File: src/rtl/fetch_pc_unit.sv
// Program-counter owner and instruction fetcher feeding main_control.
// Handshakes with instruction memory via req/ack and resolves the next PC from branch/jump controls.
//
// state    | meaning
// ---------+-----------------------------------------------------------
// ST_FETCH | request instruction at pc, wait for imem_ack
// ST_EXEC  | latched instruction executing, instr_valid high
// ST_TRAP  | misaligned control-flow target seen, halted until rst
module fetch_pc_unit #(
   parameter int               WIDTH     = 32,
   parameter logic [WIDTH-1:0] RESET_PC  = '0,
   parameter logic [WIDTH-1:0] NOP_INSTR = 'h13
) (
   input  logic             clk,
   input  logic             rst,
   output logic             imem_req,
   output logic [WIDTH-1:0] imem_addr,
   input  logic             imem_ack,
   input  logic [WIDTH-1:0] imem_rdata,
   output logic [WIDTH-1:0] instr,
   output logic [6:0]       opcode,
   output logic             instr_valid,
   input  logic             stall,
   input  logic             branch,
   input  logic             salto_incon,
   input  logic             flag_direccion,
   input  logic             zero,
   input  logic [WIDTH-1:0] imm,
   input  logic [WIDTH-1:0] rs1_data,
   output logic [WIDTH-1:0] pc,
   output logic [WIDTH-1:0] pc_plus4,
   output logic             trap
);

   typedef enum logic [1:0] {
      ST_FETCH = 2'd0,
      ST_EXEC  = 2'd1,
      ST_TRAP  = 2'd2
   } state_t;

   state_t           state_q, state_d;
   logic [WIDTH-1:0] pc_q, pc_d;
   logic [WIDTH-1:0] instr_q, instr_d;
   logic             trap_q, trap_d;

   logic             taken;
   logic [WIDTH-1:0] target_base;
   logic [WIDTH-1:0] target;
   logic [WIDTH-1:0] next_pc;

   // Bit 0 of the target is always cleared so jalr-style targets land on halfword boundaries.
   always_comb begin
      taken       = branch & (salto_incon | zero);
      target_base = flag_direccion ? rs1_data : pc_q;
      target      = (target_base + imm) & ~{{(WIDTH-1){1'b0}}, 1'b1};
      next_pc     = taken ? target : (pc_q + WIDTH'(4));
   end

   always_comb begin
      state_d = state_q;
      pc_d    = pc_q;
      instr_d = instr_q;
      trap_d  = trap_q;
      case (state_q)
         ST_FETCH: begin
            if (imem_ack) begin
               instr_d = imem_rdata;
               state_d = ST_EXEC;
            end
         end
         ST_EXEC: begin
            if (!stall) begin
               instr_d = NOP_INSTR;
               if (next_pc[1]) begin
                  trap_d  = 1'b1;
                  state_d = ST_TRAP;
               end else begin
                  pc_d    = next_pc;
                  state_d = ST_FETCH;
               end
            end
         end
         ST_TRAP: begin
            instr_d = NOP_INSTR;
         end
         default: begin
            state_d = ST_FETCH;
            instr_d = NOP_INSTR;
         end
      endcase
   end

   always_ff @(posedge clk) begin
      if (rst) begin
         state_q <= ST_FETCH;
         pc_q    <= RESET_PC;
         instr_q <= NOP_INSTR;
         trap_q  <= 1'b0;
      end else begin
         state_q <= state_d;
         pc_q    <= pc_d;
         instr_q <= instr_d;
         trap_q  <= trap_d;
      end
   end

   // Request is masked by rst directly so it drops in the very cycle reset is asserted.
   assign imem_req    = (state_q == ST_FETCH) && !rst;
   assign imem_addr   = pc_q;
   assign instr       = instr_q;
   assign opcode      = instr_q[6:0];
   assign instr_valid = (state_q == ST_EXEC);
   assign pc          = pc_q;
   assign pc_plus4    = pc_q + WIDTH'(4);
   assign trap        = trap_q;

endmodule

File: config.mk
export PLATFORM = sky130hd
export DESIGN_NAME = fetch_pc_unit
export DESIGN_NICKNAME = d
export VERILOG_FILES = /design/src/rtl/fetch_pc_unit.sv
export SDC_FILE = /design/constraint.sdc
export NUM_CORES = 1
export LEC_CHECK = 0
export ABC_AREA = 1
export BUFFER_PORTS_ARGS = -buffer_cell sky130_fd_sc_hd__buf_2
export CORE_ASPECT_RATIO = 0.8
export CORE_MARGIN = 10
export CORE_UTILIZATION = 50
export CTS_CLUSTER_SIZE = 14
export DETAILED_ROUTE_END_ITERATION = 8
export PLACE_DENSITY = 0.81
export RECOVER_POWER = 50
export SYNTH_ARGS = -nofsm -noshare
export SYNTH_HDL_FRONTEND = slang
export SYNTH_SLANG_ARGS = --single-unit
export TNS_END_PERCENT = 1
File: constraint.sdc
create_clock -name clk -period 6.4 [get_ports clk]
set_input_delay 0.32 -clock clk [delete_from_list [all_inputs] [get_ports clk]]
set_output_delay 0.32 -clock clk [all_outputs]
set_load 0.005 [all_outputs]
# == Word level (Yosys, flattened, before mapping) ==
# Cells that the tools add are included.
# totals
reg_bits,66
inputBits,104
word_cells,31
# classes
addsub,2
eq_ne,4
mux,9
bitwise_logic,5
n_reduce_logical,7
# op_table
op,n
$mux W32,4
$pmux W32 S2,1
$add A32 B3 Y32 const B,1
$add A32 B32 Y32,1
$reduce_and A3 Y1,3
$mux W2,3
$pmux W2 S3,1
$ne A2 B2 Y1 const B,2
$not A1 Y1,3
$eq A2 B1 Y1 const B,1
$eq A2 B2 Y1 const B,1
$logic_not A2 Y1,1
$reduce_and A2 Y1,1
$and A1 B1 Y1,1
$logic_and A1 B1 Y1,1
$logic_not A1 Y1,1
$or A1 B1 Y1,1

# == Logic depth before layout (Yosys ltp) ==
# Gate-level depths: netlist (run 1).
# depth
ltp_word,6
ltp_mapped,18
ltp_nobuf,16

# == Least setup slack after synthesis (run 1) ==
# OpenSTA, ideal clock, no wires.
# synth_timing
path_type,input-to-reg
start,in flag_direccion
end,"reg pc_q[2], in the netlist imem_addr[2]"
setup_time_ns,0.128
t_arrival_ns,2.247
setup_slack_ns,4.026
path_stages,12
cell_sequence,clkbuf_1 -> clkbuf_1 -> nand2_1 -> inv_1 -> fa_1 -> nand2_1 -> nand2_1 -> inv_2 -> clkbuf_1 -> o211ai_1 -> o21ai_1 -> nor2_1
# synth_between
elab_chain_len,5
# synth_rtl
item,line,rtl
from (decl),26,"input logic flag_direccion,"
$mux W32 *,54,target_base = flag_direccion ? rs1_data : pc_q;
$add A32 B32 Y32 *,55,"target = (target_base + imm) & ~{{(WIDTH-1){1'b0}}, 1'b1};"
$mux W32 *,56,next_pc = taken ? target : (pc_q + WIDTH'(4));
$not A1 Y1 (no source line),--,
$reduce_and A3 Y1 (no source line),--,
to (signal assigned),101,pc_q <= pc_d;
to (decl),42,"logic [WIDTH-1:0] pc_q, pc_d;"
# Every way passes the cells marked *; elsewhere a longest branch is shown, timed or not.
# A chain may end at the register's enable or synchronous reset.

# == Final worst setup path (run 1) ==
# layout_timing
start,in flag_direccion
end,"reg pc_q[23], in the netlist imem_addr[23]"
# Same word-level chain as after synthesis.

==> impl_results.md, run 1 <==
* Simple logic cell fraction of the synthesized area at 0.386
* Clk_lat worst skew at 0.33 ns
* Port buffer count at between 200 and 250
* Via count at roughly 7,600
* Synth area leader: nand2_1
* Ys async rst share at 0
* Overall routing resource usage at 0.266
* Period Utilization, post-route at 0.486
* Max Freq at 0.321 GHz
* Pleak at 3.89 nW
* HP Class: input pin to flip-flop
* Max stage delay on crit path at just over 0.7 ns
* Worst-Margin Slew at 0.921 ns
* CP Capture Type: flip-flop
* Clock Path Buffers at 2
* Critical-path cell list: buf_2 > buf_4 > nand3_1 > inv_1 > fa_1 > nand2_1 > nand2_1 > inv_2 > o21ai_1 > inv_1 > nand2_1 > a21oi_1
* Buffer type at the clock tree root: clkbuf_16
* Synth top area cells: nand2_1 23%, dfxtp_1 21%, inv_1 8.0%
* Slew Limit Fails at 0
* Final Hold Viols at 0
* Mux share of post-synthesis cell area at 0.00535
* Drt via density at approximately 5.2
* FILL cells at roughly 1,300
* Post-place setup slack at roughly 3.0 ns
* Largest fanout on the critical path at 59
* Cell count after synthesis at approximately 1,100
* Outcome: finished clean
* R2r startpoint: imem_addr[19]
* DRC violations left at 0
* Std-Cell Rows at 36
* CP bufs+invs at 5
* Synth Area in Adders at 0.0646
* Clock sink count at 65
* Share of the synthesized area in the top cell type at 0.234
* Num CTS Buffers at 9
* P_int at between 0.9 and 1 mW
* Switching power at 0.494 mW
* Power Total at approximately 1.4 mW
* Critical path endpoint: imem_addr[23]
* Synth Flop Type: dfxtp_1
* DR iter-0 viols at 854
* Seq/Total Area, Yosys at 0.206
* Worst Setup SP: flag_direccion
* Cell Area, Synth at between 0.006 and 0.007 sq mm
* Net Sw Frac at 0.348
* Initial Util at 0.516
* Clock Skew at ~0.0057 ns
* Die width at 146 microns
* Combinational Power Share at 0.299
* Ys Warns at 0
* Fin crit period at slightly above 3 ns
* CTS Hold Buffers Added at 0
* Clock-pin slew on the worst setup and hold paths at roughly 0.06 ns
* Sequential share of power at 0.322
* RSZ-0062 raised after global routing: false
* WP data arrival at around 3.4 ns
* RR Endpoint: imem_addr[28]
* Seq cells post-synth at between 60 and 70
* First-pass GRT wire length at about 38,000 microns
* Initial antenna violation count at 0
* Synth-to-layout area growth at 19.4%
* Most common cell in the netlist: nand2_1
* HPWL Detailed at between 20,000 and 25,000 microns
* EDFF count, synth at 0
* Most frequent cells after synthesis: 394 x nand2_1, 135 x inv_1, 89 x a21oi_1
* Ports at about 240
* Clock power share at 0.379
* CP Launch Type: input pin
* Final worst slack at between 3 and 4 ns
* Core Area at 0.0123 sq mm
* Layout cells sized above 1 at 0.164
* CP delay by family, top: buffers and inverters
* Top sig layer: met4
* CP required at 6.65 ns
* Critical path class: input pin to flip-flop
* # Max-Cap Violations at 0
* Drt pass-1 iters at 6
* CP Depth at 12
* Compound-Gate Fraction of Synth Area at 0.140
* FF-to-FF setup slack at approximately 3.7 ns
* Met3 wire len at 2900 microns
* Worst R2R Path Depth at 13
* Met2 WL post-DR at about 11,000 microns
* Setup Viol. Count Final at 0
* Die area at between 0.015 and 0.02 sq mm
* Die Y at between 100 and 150 microns
* Diode count at 0
* GRT overflow at 0
* Peak VDD IR at 153 uV
* Max transition margin at 0.385
* Drt total wl at between 20,000 and 25,000 microns
* CTS tree: done
* DRT antenna net count at 0
* Resize count post-CTS at 0
* Met1 wire length at approximately 10,000 microns
* Post-synthesis xor/xnor area fraction at 0.0406
* Distinct cell type count after synthesis at ~40
* Final hold slack at between 0.2 and 0.25 ns
* Setup TNS at 0 ns
* Routed wire per std cell at roughly 17 microns
* Gp weighted congestion at 1.01
* Area after DPL at 0.00732 sq mm
* Design area at 0.00754 sq mm
* Critical path's slowest cell: inv_2
* Largest family of logic cells by synthesized area: simple AND/OR/NAND/NOR gates
* Top cell by count, worst path: nand2_1
* Syn Area/Cell at ~5.8 sq um
* Post-CTS Setup Bufs at 0
* # nets final at about 1,400
* Largest net degree at the start of global routing at 60
* CTS H-Tree Depth at 3
* Vias in the first global route at slightly above 7,000
* PwrDens at 188 mW/mm^2
## kinds of logic after synthesis
family	count (synthesis)
AOI/OAI and AO/OA	167
buffers and inverters	221
xor gates and xnor gates	25
DFF	65
adders and majority gates	32
other	1
and+or+nand+nor	583
muxes	3
## worst register-to-register path, delay by kind of cell, from the launching register on
| family | cells | cell delay (ns) |
|---|---|---|
| compound gates | 4 | 0.81 |
| simple gates | 6 | 0.65 |
| flops | 1 | 0.49 |
| fa+ha+maj | 1 | 0.36 |
| buf+inv | 2 | 0.22 |
## how the worst min path moves through the flow
stage,start,end,cells past startpoint
after detailed placement,trap,trap,2
after global routing,imem_rdata[4],instr[4],3
final,imem_rdata[1],instr[1],3
after global placement,trap,trap,2
after floorplan,trap,trap,2
after CTS,imem_rdata[1],instr[1],3
## state kept, by name, summed over array words and instances (netlist names)
name / count
state_q: 2
instr: 32
trap: 1
imem_addr: 30
## routing by layer
layer,track usage,vias to the layer above
met2,0.422,452
li1,-,3786
met3,0.0831,41
met1,0.342,3331
met5,0,-
met4,0.0731,0
## layout make-up
type	count	area [sq um]	area share
multi-input combinational	816	4050	0.536
sequential	65	1300	0.173
timing repair buffer	239	1100	0.145
inverter	148	556	0.0737
clock buffer	9	225	0.0299
tap	171	214	0.0284
clock inverter	7	103	0.0136
## layout by cell type (no fill, tap or decap), drive strengths merged, types with 7 or more instances in the layout
cell,Yosys,routed
inv,145,147
xor2,24,24
ha,31,31
a21oi,92,92
nor2,78,78
nand4,8,8
o21ai,58,58
buf,47,153
nand2,397,397
clkbuf,26,95
nand3,68,68
nor3,16,16
dfxtp,65,65
or2,7,7
## power groups by stage
stage / clock (mW) / combinational [mW] / sequential [mW]
finish: 0.538 / 0.425 / 0.458
CTS: 0.539 / 0.427 / 0.456
global placement: 0 / 0.421 / 0.464
detailed placement: 0 / 0.424 / 0.465
global route: 0.558 / 0.477 / 0.461
floorplan: 0 / 0.282 / 0.459
## per-stage QoR
stage	instances	utilization
floorplan	1102	-
CTS	1455	0.624
global route	1455	0.616
detailed placement	1439	0.598
finish	1455	0.616
global placement	1439	0.598
No activity file was read; power rests on OpenSTA's default activity.
==> run 2: changes to the inputs <==
ABC_AREA = 0   (was 1)
CORE_UTILIZATION = 49   (was 50)
PLACE_DENSITY = 0.82   (was 0.81)
clock period = 3.2 ns   (was 6.4 ns; I/O delays follow)
==> impl_results.md, run 2 <==
* Clock-pin slew on the worst setup and hold paths at ~0.060 ns
* Synth area leader: dfxtp_1
* Pleak at roughly 3.3 nW
* Initial antenna violation count at 0
* Met2 Usage GRT at 0.380
* Drt via density at around 5.8
* Slew Limit Fails at 0
* Std-Cell Rows at 34
* Met1 GRT Util at 0.329
* Post-CTS Setup Bufs at 0
* Num CTS Buffers at 9
* Clk_lat worst skew at around 0.32 ns
* Largest fanout on the critical path at 8
* Final hold slack at just over 0.08 ns
* Distinct cell type count after synthesis at 60
* Most common cell in the netlist: nor2_1
* Via count at around 6,400
* Fin crit period at ~3 ns
* Fin cells at roughly 1,100
* GRT overflow at 0
* Multi-input gate area at 0.00376 sq mm
* Diode count at 0
* Layout cells sized above 1 at 0.273
* # Max-Cap Violations at 0
* Routed wire per std cell at roughly 19 microns
* Clock Skew at around 0.0078 ns
* CP bufs+invs at 2
* Critical-path cell list: clkbuf_1 > nand3_2 > or3_4 > or4_4 > nor3_1 > xor2_1 > buf_2
* Most frequent cells after synthesis: 77 x nor2_1, 66 x nand2_1, 65 x dfxtp_1
* CTS tree: done
* Ports at roughly 240
* Seq cells post-synth at 65
* CP required at ~3 ns
* Commonest non-fill, non-tap cell in the layout: buf_2
* Synth top area cells: dfxtp_1 23%, ha_1 6.9%, buf_4 5.9%
* Buffer type at the clock tree root: clkbuf_16
* Vias in the first global route at 6,007
* Core Area at ~0.011 sq mm
* Largest register FFs at 32
* Met3 Use GR at 0.0572
* Gp weighted congestion at between 0.9 and 1
* Initial Util at 0.508
* Syn Area/Cell at 7.61 sq um
* Die Y at between 100 and 150 microns
* CTS Hold Buffers Added at 0
* Busiest layer in global routing: met2
* Period Utilization, post-route at 0.949
* WP data arrival at around 2.9 ns
* Setup Viol. Count Final at 0
* Max transition margin at 0.135
* Max stage delay on crit path at 0.61 ns
* Seq/Total Area, Yosys at 0.233
* Placed cells at 1,092
* Critical path class: flip-flop to primary output
* Die width at ~140 microns
* Largest net degree at the start of global routing at 60
* CP delay by family, top: simple AND/OR/NAND/NOR gates
* CTS H-Tree Depth at 3
* CP Launch Type: flip-flop
* Final Hold Viols at 0
* EDFF count, synth at 0
* Synth Flop Type: dfxtp_1
* Worst R2R Path Depth at 9
* Clock sink count at 65
* Ys async rst share at 0
* CP Capture Type: primary output
* Area after DPL at a little under 0.007 sq mm
* Critical path's slowest cell: or4_4
* Ys Warns at 0
* Drt total wl at about 21,000 microns
* Cell Area, Synth at between 0.005 and 0.006 sq mm
* Die area at 0.0161 sq mm
* First-pass GRT wire length at between 30,000 and 40,000 microns
* FF+latch area at 0.00130 sq mm
* PwrDens at a little under 400 mW/mm^2
* Drt pass-1 iters at 5
* Commonest cells after routing, fill and taps aside: 157 x buf_2, 90 x clkbuf_1, 76 x nor2_1
* Max Freq at about 0.33 GHz
* # nets final at 1,095
* Synth-to-layout area growth at 27.2%
* Worst-Margin Slew at between 1 and 1.5 ns
* DRT antenna net count at 0
* Peak VDD IR at between 300 and 400 uV
* HP Class: input pin to flip-flop
* Hold depth at 3
* Design area at between 0.007 and 0.008 sq mm
* Clock Path Buffers at 2
* Resize count post-CTS at 0
* Port buffer count at 235
* Overall routing resource usage at 0.242
* DR iter-0 viols at roughly 550
* HPWL Detailed at between 15,000 and 20,000 microns
* CP Depth at 7
* DRC violations left at 0
* Outcome: finished clean
* Share of the synthesized area in the top cell type at 0.233
* FILL cells at 1,060
* Cell count after synthesis at around 740
[run 2: cell count changes in the layout (fill, tap and decap cells not counted), moves of 10 or more]
cell and change:
a21o_1 +20, a21oi_1 -33, a22oi_1 +31, buf_4 +47, inv_1 -123, inv_2 -10, mux2_2 +22, nand2_1 -328
nand3_1 -45, o21ai_0 -20, xnor2_1 +29
[run 2: area by class of cell]
type,instances,share of cell area
tap,144,0.0253
clock inverter,7,0.0111
multi-input combinational,569,0.529
sequential,65,0.183
inverter,13,0.00686
clock buffer,9,0.0316
timing repair buffer,301,0.214
[run 2: through the flow]
stage          setup WS [ns]   util  TNS [ns]  power, mW
4_1_cts               0.0158  0.658         0       2.79
3_3_place_gp         -0.0992  0.631    -0.204       1.79
6_report               0.164  0.646         0       2.78
3_5_place_dp          -0.174  0.631    -0.530       1.80
2_1_floorplan        0.00146      -         0       1.46
5_1_grt             -0.00791  0.646   -0.0113       2.93
[run 2: report_power, final]
part	switching (mW)	leakage, nW	internal (mW)
registers	0.0408	0.530	0.851
logic	0.497	2.63	0.395
clock network	0.386	0.150	0.610
[run 2: worst paths after layout]
path / slack (ns) / to / start
worst min-delay path: 0.08 / instr[0] / imem_rdata[0]
worst max register to register: 0.18 / imem_addr[30] / imem_addr[11]
worst max-delay path: 0.16 / pc_plus4[30] / imem_addr[11]
worst min register to register: 0.45 / trap / trap
[run 2: routing by layer]
layer	wire length, microns	vias up	share of wire
met2	9350	340	0.45
met3	2230	27	0.11
li1	-	3065	-
met4	285	0	0.014
met1	9040	2949	0.43
met5	0	-	0
[run 2: logic make-up after synthesis]
| group | share of synthesized area |
|---|---|
| simple gates | 0.200 |
| compound gates | 0.251 |
| buf+inv | 0.103 |
| flops | 0.233 |
| xor+xnor | 0.0828 |
| fa+ha+maj | 0.0729 |
| mux | 0.0575 |
| other cells | 0.000670 |
[run 2: worst reg2reg max path: cells and delay by family (launching register included)]
| family | cells | cell delay (ns) |
|---|---|---|
| simple gates | 5 | 1.57 |
| compound gates | 3 | 0.60 |
| buf+inv | 1 | 0.38 |
| flops | 1 | 0.37 |
